## src/rtl/op_decoder.sv

```systemverilog
// Receive-side decoder for 40-bit MSB-first command frames on the monitor/sound serial link.
// Deserializes strobed bits, decodes the opcode byte and drives the audio datapath controls.
module op_decoder #(
    parameter int unsigned TIMEOUT_CYCLES = 255
) (
    input  logic        clk,
    input  logic        reset_n,
    input  logic        in_bit,
    input  logic        in_bit_valid,
    output logic [15:0] sample_l,
    output logic [15:0] sample_r,
    output logic        sample_valid,
    output logic        audio_enable,
    output logic        audio_rate_44k,
    output logic        audio_mono,
    output logic [5:0]  volume_l,
    output logic [5:0]  volume_r,
    output logic        power_query,
    output logic        frame_error,
    output logic [7:0]  error_count
);

    typedef enum logic [1:0] {IDLE, SHIFT, DECODE} state_t;

    localparam logic [7:0] OP_SAMPLE = 8'h07;
    localparam logic [7:0] OP_START  = 8'hC5;
    localparam logic [7:0] OP_STOP   = 8'hC4;
    localparam logic [7:0] OP_VOLUME = 8'hC3;
    localparam logic [7:0] OP_POWER  = 8'hC6;

    // Abort fires on the strobe-free clock that would carry the idle count to TIMEOUT_CYCLES.
    localparam logic [7:0] TIMEOUT_LAST = 8'(TIMEOUT_CYCLES - 1);

    state_t      state_q, state_d;
    logic [39:0] frame_q;
    logic [5:0]  bit_cnt_q;
    logic [7:0]  timeout_cnt_q;
    logic [7:0]  opcode;

    logic start_frame, shift_bit, abort_frame;
    logic do_sample, do_start, do_stop, do_volume, do_power, bad_opcode, error_event;

    assign opcode = frame_q[39:32];

    always_comb begin
        // NOTE: every signal assigned here gets a default first, so no latch is inferred.
        state_d     = state_q;
        start_frame = 1'b0;
        shift_bit   = 1'b0;
        abort_frame = 1'b0;
        case (state_q)
            IDLE: begin
                if (in_bit_valid && in_bit) begin
                    start_frame = 1'b1;
                    state_d     = SHIFT;
                end
            end
            SHIFT: begin
                // A strobe on the terminal-count cycle wins over the timeout.
                if (in_bit_valid) begin
                    shift_bit = 1'b1;
                    if (bit_cnt_q == 6'd39) state_d = DECODE;
                end else if (timeout_cnt_q == TIMEOUT_LAST) begin
                    abort_frame = 1'b1;
                    state_d     = IDLE;
                end
            end
            DECODE:  state_d = IDLE;
            default: state_d = IDLE;
        endcase
    end

    always_comb begin
        do_sample  = 1'b0;
        do_start   = 1'b0;
        do_stop    = 1'b0;
        do_volume  = 1'b0;
        do_power   = 1'b0;
        bad_opcode = 1'b0;
        if (state_q == DECODE) begin
            case (opcode)
                OP_SAMPLE: do_sample  = audio_enable;
                OP_START:  do_start   = 1'b1;
                OP_STOP:   do_stop    = 1'b1;
                OP_VOLUME: do_volume  = 1'b1;
                OP_POWER:  do_power   = 1'b1;
                default:   bad_opcode = 1'b1;
            endcase
        end
        error_event = abort_frame | bad_opcode;
    end

    always_ff @(posedge clk or negedge reset_n) begin
        // NOTE: state registers use non-blocking assignments so every flop samples pre-edge values.
        if (!reset_n) state_q <= IDLE;
        else          state_q <= state_d;
    end

    always_ff @(posedge clk or negedge reset_n) begin
        if (!reset_n) begin
            frame_q       <= '0;
            bit_cnt_q     <= '0;
            timeout_cnt_q <= '0;
        end else if (start_frame) begin
            bit_cnt_q     <= '0;
            timeout_cnt_q <= '0;
        end else if (shift_bit) begin
            frame_q       <= {frame_q[38:0], in_bit};
            bit_cnt_q     <= bit_cnt_q + 6'd1;
            timeout_cnt_q <= '0;
        end else if (state_q == SHIFT) begin
            timeout_cnt_q <= timeout_cnt_q + 8'd1;
        end
    end

    always_ff @(posedge clk or negedge reset_n) begin
        if (!reset_n) begin
            sample_l       <= '0;
            sample_r       <= '0;
            sample_valid   <= 1'b0;
            audio_enable   <= 1'b0;
            audio_rate_44k <= 1'b0;
            audio_mono     <= 1'b0;
            volume_l       <= '0;
            volume_r       <= '0;
            power_query    <= 1'b0;
            frame_error    <= 1'b0;
            error_count    <= '0;
        end else begin
            sample_valid <= do_sample;
            power_query  <= do_power;
            frame_error  <= error_event;
            if (do_sample) begin
                sample_l <= frame_q[31:16];
                sample_r <= frame_q[15:0];
            end
            if (do_start) begin
                audio_enable   <= 1'b1;
                audio_rate_44k <= frame_q[24];
                audio_mono     <= frame_q[25];
            end
            if (do_stop) audio_enable <= 1'b0;
            if (do_volume) begin
                volume_l <= frame_q[29:24];
                volume_r <= frame_q[21:16];
            end
            if (error_event && error_count != 8'hFF) error_count <= error_count + 8'd1;
        end
    end

endmodule

```

## config.mk

```make
export PLATFORM = sky130hd
export DESIGN_NAME = op_decoder
export DESIGN_NICKNAME = d
export VERILOG_FILES = /design/src/rtl/op_decoder.sv
export SDC_FILE = /design/constraint.sdc
export NUM_CORES = 1
export LEC_CHECK = 0
export CORE_ASPECT_RATIO = 1.1
export CORE_UTILIZATION = 35
export CTS_CLUSTER_DIAMETER = 40
export CTS_CLUSTER_SIZE = 16
export DETAILED_ROUTE_END_ITERATION = 12
export HOLD_SLACK_MARGIN = 0.1
export PLACE_DENSITY = 0.67
export SKIP_CTS_REPAIR_TIMING = 1
export SYNTH_ARGS = -nofsm -noshare
export SYNTH_HDL_FRONTEND = slang
export SYNTH_SLANG_ARGS = --single-unit
```

## constraint.sdc

```tcl
create_clock -name clk -period 4.2 [get_ports clk]
set_clock_uncertainty 0.15 [all_clocks]
set_input_delay 0.63 -clock clk [delete_from_list [all_inputs] [get_ports clk]]
set_output_delay 0.63 -clock clk [all_outputs]
set_load 0.05 [all_outputs]
```

==> reports/metrics.cfg, run 1 <==
[logic_synthesis]
synth.avg_cell_area_um2=9.69
yosys.area_share.simple_pct=25.5
syn_area_um2=4660
ys_async_sr_fraction_pct=100
synth_edf_count=0
synth_top_family_by_area=simple AND/OR/NAND/NOR gates
synth-seq-area-share_pct=61.2
synthMuxAreaShare_pct=4.19
synth_nets=489
postSynthCellCount=481
synth_compound_area_share_pct=3.33
synth-main-ff-cell=dfrtp_1
synth_cell_type_count=42
ys_warn_count=0
synth_xor_area_share_pct=2.44
synth_fa_ha_area_share_pct=1.07
ys_ff_latch=114

[placed_design]
place_ws_ns=1.26
portBuffers=61
gp_congestion=0.762
place_area_um2=5430
post-dp-hpwl_um=6110

[pwr]
pwr-share-clk_pct=49.6
p_total_uw=3070
p_leak_uw=0.00303
peakVddDrop_v=0.000284
p_int_uw=2290
seqPwrFrac_pct=43.4
power_frac_comb_pct=7.0
p_per_area_nw_per_um2=506
p_switching_uw=779
p_sw_share_pct=25.4

[clocking]
numCtsBuffers=17
clock_latency_ns=0.41
cts_tree=done
clockBufferDepth=2
cts_max_level=4
root_buffer=clkbuf_16
cts.sinks=114
clk_pin_slew_ns=0.06

[die]
die-area_um2=13800
die_x_um=112
initial_core_util_pct=36.4
io_pins=62
die_h_um=123
core_um2=12800
rows=43

[global_route]
first_global_vias=3408
grt_pass1_wl_um=16200
antenna_found_initial=0
grt-ovfl-total=0
grt_util_all_layers_pct=15.3
grt_start_max_net_pins=50

[drt]
drt_drc_violations_left=4
drtAntennaViolNets=0
drtIter0Drc=190
drt_pass1_iterations=9
wl_per_cell_um=13.4
via_count=3441
via_per_inst=4.80
drt_wl_total_um=9620

[sta]
fin_tns_setup_ns=0
setup_viol=0
rsz0062_at_grt=no
tightestPinTransition_ns=0.944
setup_ws_ns=1.68
finalHoldViolations=0
final_max_slew_viol_count=0
min_period_ns=2.52
relSlewSlack_pct=37.1
post-route-period-util_pct=59.9
fmaxAchievable_ghz=0.398
holdWs_ns=0.0914

[critical_path]
reg2regPathDepth=6
critPathArrivalTime_ns=2.63
r2r-end=sample_r[12]
endpoint_kind=flip-flop
cp.required_ns=4.32
reg2reg_from=frame_q[33]
path_class=in2reg
start_kind=input port
worst-path-max-fanout=47
r2r_slack_ns=1.81

[worst_hold_path]
min_path_type=in2async

[final_layout]
syn2layout_area_growth_pct=30.2
stdcell_area_um2=6060
layout-drive-gt1-share_pct=12.1
fin_nets=555
diodes=0

[run_status]
status=complete, but fails checks
violations=DRC

[job]
maxCapViolations=0

cell families after synthesis:
family | count (synthesis)
simple gates | 287
buf+inv | 25
flops | 114
fa+ha+maj | 4
xor+xnor | 13
compound gates | 21
mux | 17
flip-flops by register name, indices dropped and copies added (netlist names):
| register | flops |
|---|---|
| timeout_cnt_q | 8 |
| audio_rate_44k | 1 |
| frame_q | 40 |
| sample_l | 16 |
| error_count | 8 |
| audio_enable | 1 |
| audio_mono | 1 |
| bit_cnt_q | 6 |
| volume_l | 6 |
| volume_r | 6 |
| state_q | 2 |
| frame_error | 1 |
| sample_r | 16 |
| sample_valid | 1 |
| power_query | 1 |
cell type report:
class / instances / area (um2)
Fill cell: 1194 / 6740
Sequential cell: 114 / 2850
Multi-Input combinational cell: 342 / 1710
Timing Repair Buffer: 67 / 653
Clock buffer: 17 / 425
Clock inverter: 15 / 208
Tap cell: 157 / 196
Inverter: 5 / 18.8
power by group through the flow:
stage | Clock (uW) | Sequential [uW] | Combinational, uW
detailed placement | 0 | 1350 | 219
finish | 1520 | 1330 | 216
floorplan | 0 | 1310 | 160
global placement | 0 | 1340 | 209
CTS | 1560 | 1330 | 222
global route | 1600 | 1350 | 254
critical path, stage by stage:
cell,delay (ns)
clkdlybuf4s50_1,0.59
and3b_2,0.78
nand4_1,0.23
nor2_1,0.19
xnor2_1,0.13
nor2_1,0.06
worst max-delay path by stage:
stage | start | endpoint | slack, ns | depth (start not counted)
after global placement | in_bit_valid | bit_cnt_q[5] | 1.33 | 6
after global routing | in_bit_valid | bit_cnt_q[5] | 1.50 | 6
final | in_bit_valid | bit_cnt_q[5] | 1.68 | 6
after CTS | in_bit_valid | bit_cnt_q[5] | 1.70 | 6
after floorplan | in_bit_valid | error_count[6] | 2.02 | 5
after detailed placement | in_bit_valid | bit_cnt_q[5] | 1.26 | 6
placed cells by master, fill, tap and decap left out, types with 2 or more instances in the layout:
cell / n
nand2_1: 233
dfrtp_1: 114
clkdlybuf4s50_1: 60
nor2_1: 19
clkbuf_16: 17
mux2_2: 16
xor2_1: 8
nand3_1: 7
buf_4: 7
nand4_1: 5
xnor2_1: 5
o21ai_0: 5
inv_1: 4
and3_1: 4
nor3_1: 4
ha_1: 4
bufinv_16: 4
clkinv_4: 4
clkinvlp_4: 4
a21oi_1: 3
nand2b_1: 2
and4bb_2: 2
a211oi_1: 2
a21boi_0: 2
o22a_2: 2
inv_6: 2
synth_stat cells, types with 2 or more instances:
cell type | number | area share [%]
a211oi_1 | 2 | 0.32
o22a_2 | 2 | 0.43
and3_1 | 4 | 0.54
nand3_1 | 7 | 0.75
and4bb_2 | 2 | 0.54
nand2_1 | 233 | 19
o21ai_0 | 5 | 0.54
clkbuf_1 | 16 | 1.3
ha_1 | 4 | 1.1
a21oi_1 | 3 | 0.32
nor3_1 | 4 | 0.43
xor2_1 | 8 | 1.5
nand2b_1 | 2 | 0.27
inv_1 | 4 | 0.32
a21boi_0 | 2 | 0.32
xnor2_1 | 5 | 0.94
nor2_1 | 19 | 1.5
dfrtp_1 | 114 | 61
nand4_1 | 5 | 0.67
buf_1 | 2 | 0.16
nor4b_1 | 2 | 0.38
mux2_2 | 16 | 3.9
stage by stage:
step | std cells | util (%)
4_1_cts | 717 | 47.4
3_5_place_dp | 685 | 42.4
3_3_place_gp | 685 | 42.4
5_1_grt | 717 | 47.4
2_1_floorplan | 481 | -
6_report | 717 | 47.4
metal layers:
layer | wire length, um | GRT usage, % | vias up
li1 | - | - | 1674
met1 | 4450 | 19.3 | 1686
met2 | 4580 | 23.9 | 65
met3 | 410 | 5.44 | 16
met4 | 177 | 6.58 | 0
met5 | 0 | 0 | -
No activity file was read; power rests on OpenSTA's default activity.
==> run 2, diff against run 1 <==
- clock period: 4.2 -> 2.4 ns (I/O delays scaled with it)
==> run 2 against run 1 <==
  * The run still ends with DRC left
  * Worst setup slack lost 1.5 ns
  * Global-route usage grew 0.51 points
  * Combinational power grew 87%
  * Via count grew 2.4%
  * Critical path depth shrank 1
  * Sequential cell count is the same
  * Clock power grew 70%
  * Clock-buffer cell count grew 1
  * Core utilization grew 0.59 points
  * Design area grew 1.2%
  * Sequential share of layout area shrank 0.58 points
  * Power grew 73%
  * Largest cell class unchanged
  * Largest power group unchanged
  * Highest routed layer unchanged
==> reports/metrics.cfg, run 2 (synthesis results as in run 1) <==
[final_layout]
diodes=0
final_cell_mix=nand2_1 (233), dfrtp_1 (114), clkdlybuf4s50_1 (60), nor2_1 (19), clkbuf_16 (17)
layout-drive-gt1-share_pct=13.2
stdcell_area_um2=6140
layout_commonest_cell=nand2_1
largest_reg_flops=40
top_register=frame_q
syn2layout_area_growth_pct=31.8
fin_nets=563
reg_top3=frame_q (40), sample_l (16), sample_r (16)

[global_route]
grt_util_all_layers_pct=15.8
antenna_found_initial=0
grt-ovfl-total=0
grt_start_max_net_pins=43
first_global_vias=3530
grt_pass1_wl_um=16800

[critical_path]
reg2reg_from=frame_q[37]
cp.required_ns=2.54
endpoint_kind=flip-flop
cp-endpoint=error_count[1]
worst-path-buf-inv=0
path_class=reg2reg
cp_cell_sequence=or4_1 > o311ai_1 > nand3b_2 > a22o_4 > mux2_4
slowest_stage=or4_1
start_kind=flip-flop
reg2regPathDepth=5
r2r_slack_ns=0.16
crit_start=frame_q[37]
path_delay_family=simple AND/OR/NAND/NOR gates
r2r-end=error_count[1]
crit_cells=5
max_stage_delay_ns=0.55
critPathArrivalTime_ns=2.38
worst-path-max-fanout=8

[clocking]
cts.sinks=114
cts_tree=done
root_buffer=clkbuf_16
cts_max_level=4
numCtsBuffers=17
clock_latency_ns=0.41
clk_pin_slew_ns=0.06
clockBufferDepth=2

[pwr]
p_per_area_nw_per_um2=864
pwr-share-clk_pct=48.6
p_leak_uw=0.00307
p_switching_uw=1350
peakVddDrop_v=0.000476
power_frac_comb_pct=7.6
seqPwrFrac_pct=43.8
p_int_uw=3950
p_sw_share_pct=25.5

[drt]
wl_per_cell_um=13.4
via_per_inst=4.86
drt_pass1_iterations=11
via_count=3522
drtIter0Drc=291
drt_drc_violations_left=3
drt_wl_total_um=9740
drtAntennaViolNets=0

[placed_design]
place_area_um2=5510
portBuffers=61
post-dp-hpwl_um=6200
gp_congestion=0.786

[sta]
setup_viol=0
tightestPinTransition_ns=0.581
fmaxAchievable_ghz=0.446
finalHoldViolations=0
relSlewSlack_pct=61.3
fin_tns_setup_ns=0
holdWs_ns=0.318
rsz0062_at_grt=no
min_period_ns=2.24
final_max_slew_viol_count=0
post-route-period-util_pct=93.4

[die]
core_um2=12800
initial_core_util_pct=36.4
rows=43
die_h_um=123
io_pins=62
die_x_um=112
die-area_um2=13800

[run_status]
violations=DRC
status=complete, but fails checks

[job]
maxCapViolations=0

[worst_hold_path]
hold_depth=2
min_path_type=reg2reg

-- run 2: cell types whose count changed in the layout (fill, tap and decap cells not counted), sizes merged --
cell	change
dlygate4sd3	+1
clkbuf	+1
buf	+7
bufinv	-1
-- run 2: per-stage QoR --
step	std cells	total power (uW)	utilization (%)	worst slack, ns
floorplan	481	2580	-	0.274
CTS	724	5370	47.9	0.165
global placement	692	2720	43.0	0.0181
detailed placement	692	2750	43.0	0.0284
global route	725	5560	47.9	0.0681
finish	725	5310	47.9	0.158
-- run 2: worst min path at each step --
stage | start | to
after global routing | sample_r[11] | sample_r[11]
after floorplan | reset_n | audio_enable
final | sample_r[5] | sample_r[5]
after global placement | reset_n | timeout_cnt_q[7]
after detailed placement | reset_n | error_count[5]
after CTS | reset_n | error_count[7]
-- run 2: per-layer routing --
layer	GRT usage, %	share of wire [%]	vias up	wire, um
met5	0	0	-	0
met2	25.9	48	61	4680
met3	4.07	2.8	14	273
met4	6.75	1.3	0	123
li1	-	-	1697	-
met1	19.9	48	1750	4660
-- run 2: power groups by stage --
stage          Combinational [uW]  Sequential [uW]  Clock (uW)
2_1_floorplan                 279             2300           0
6_report                      404             2320        2580
3_3_place_gp                  379             2340           0
3_5_place_dp                  404             2350           0
5_1_grt                       478             2360        2720
4_1_cts                       410             2320        2640
-- run 2: area by class of cell --
type | count | area, um2
Clock buffer | 18 | 439
Clock inverter | 14 | 181
Fill cell | 1181 | 6670
Inverter | 5 | 18.8
Multi-Input combinational cell | 342 | 1710
Sequential cell | 114 | 2850
Tap cell | 157 | 196
Timing Repair Buffer | 75 | 741
-- run 2: tightest hold or removal path: cells and delay by family (launching register included) --
| family | cells | cell delay [ns] |
|---|---|---|
| flip-flops | 1 | 0.34 |
| AND/OR/NAND/NOR | 2 | 0.10 |
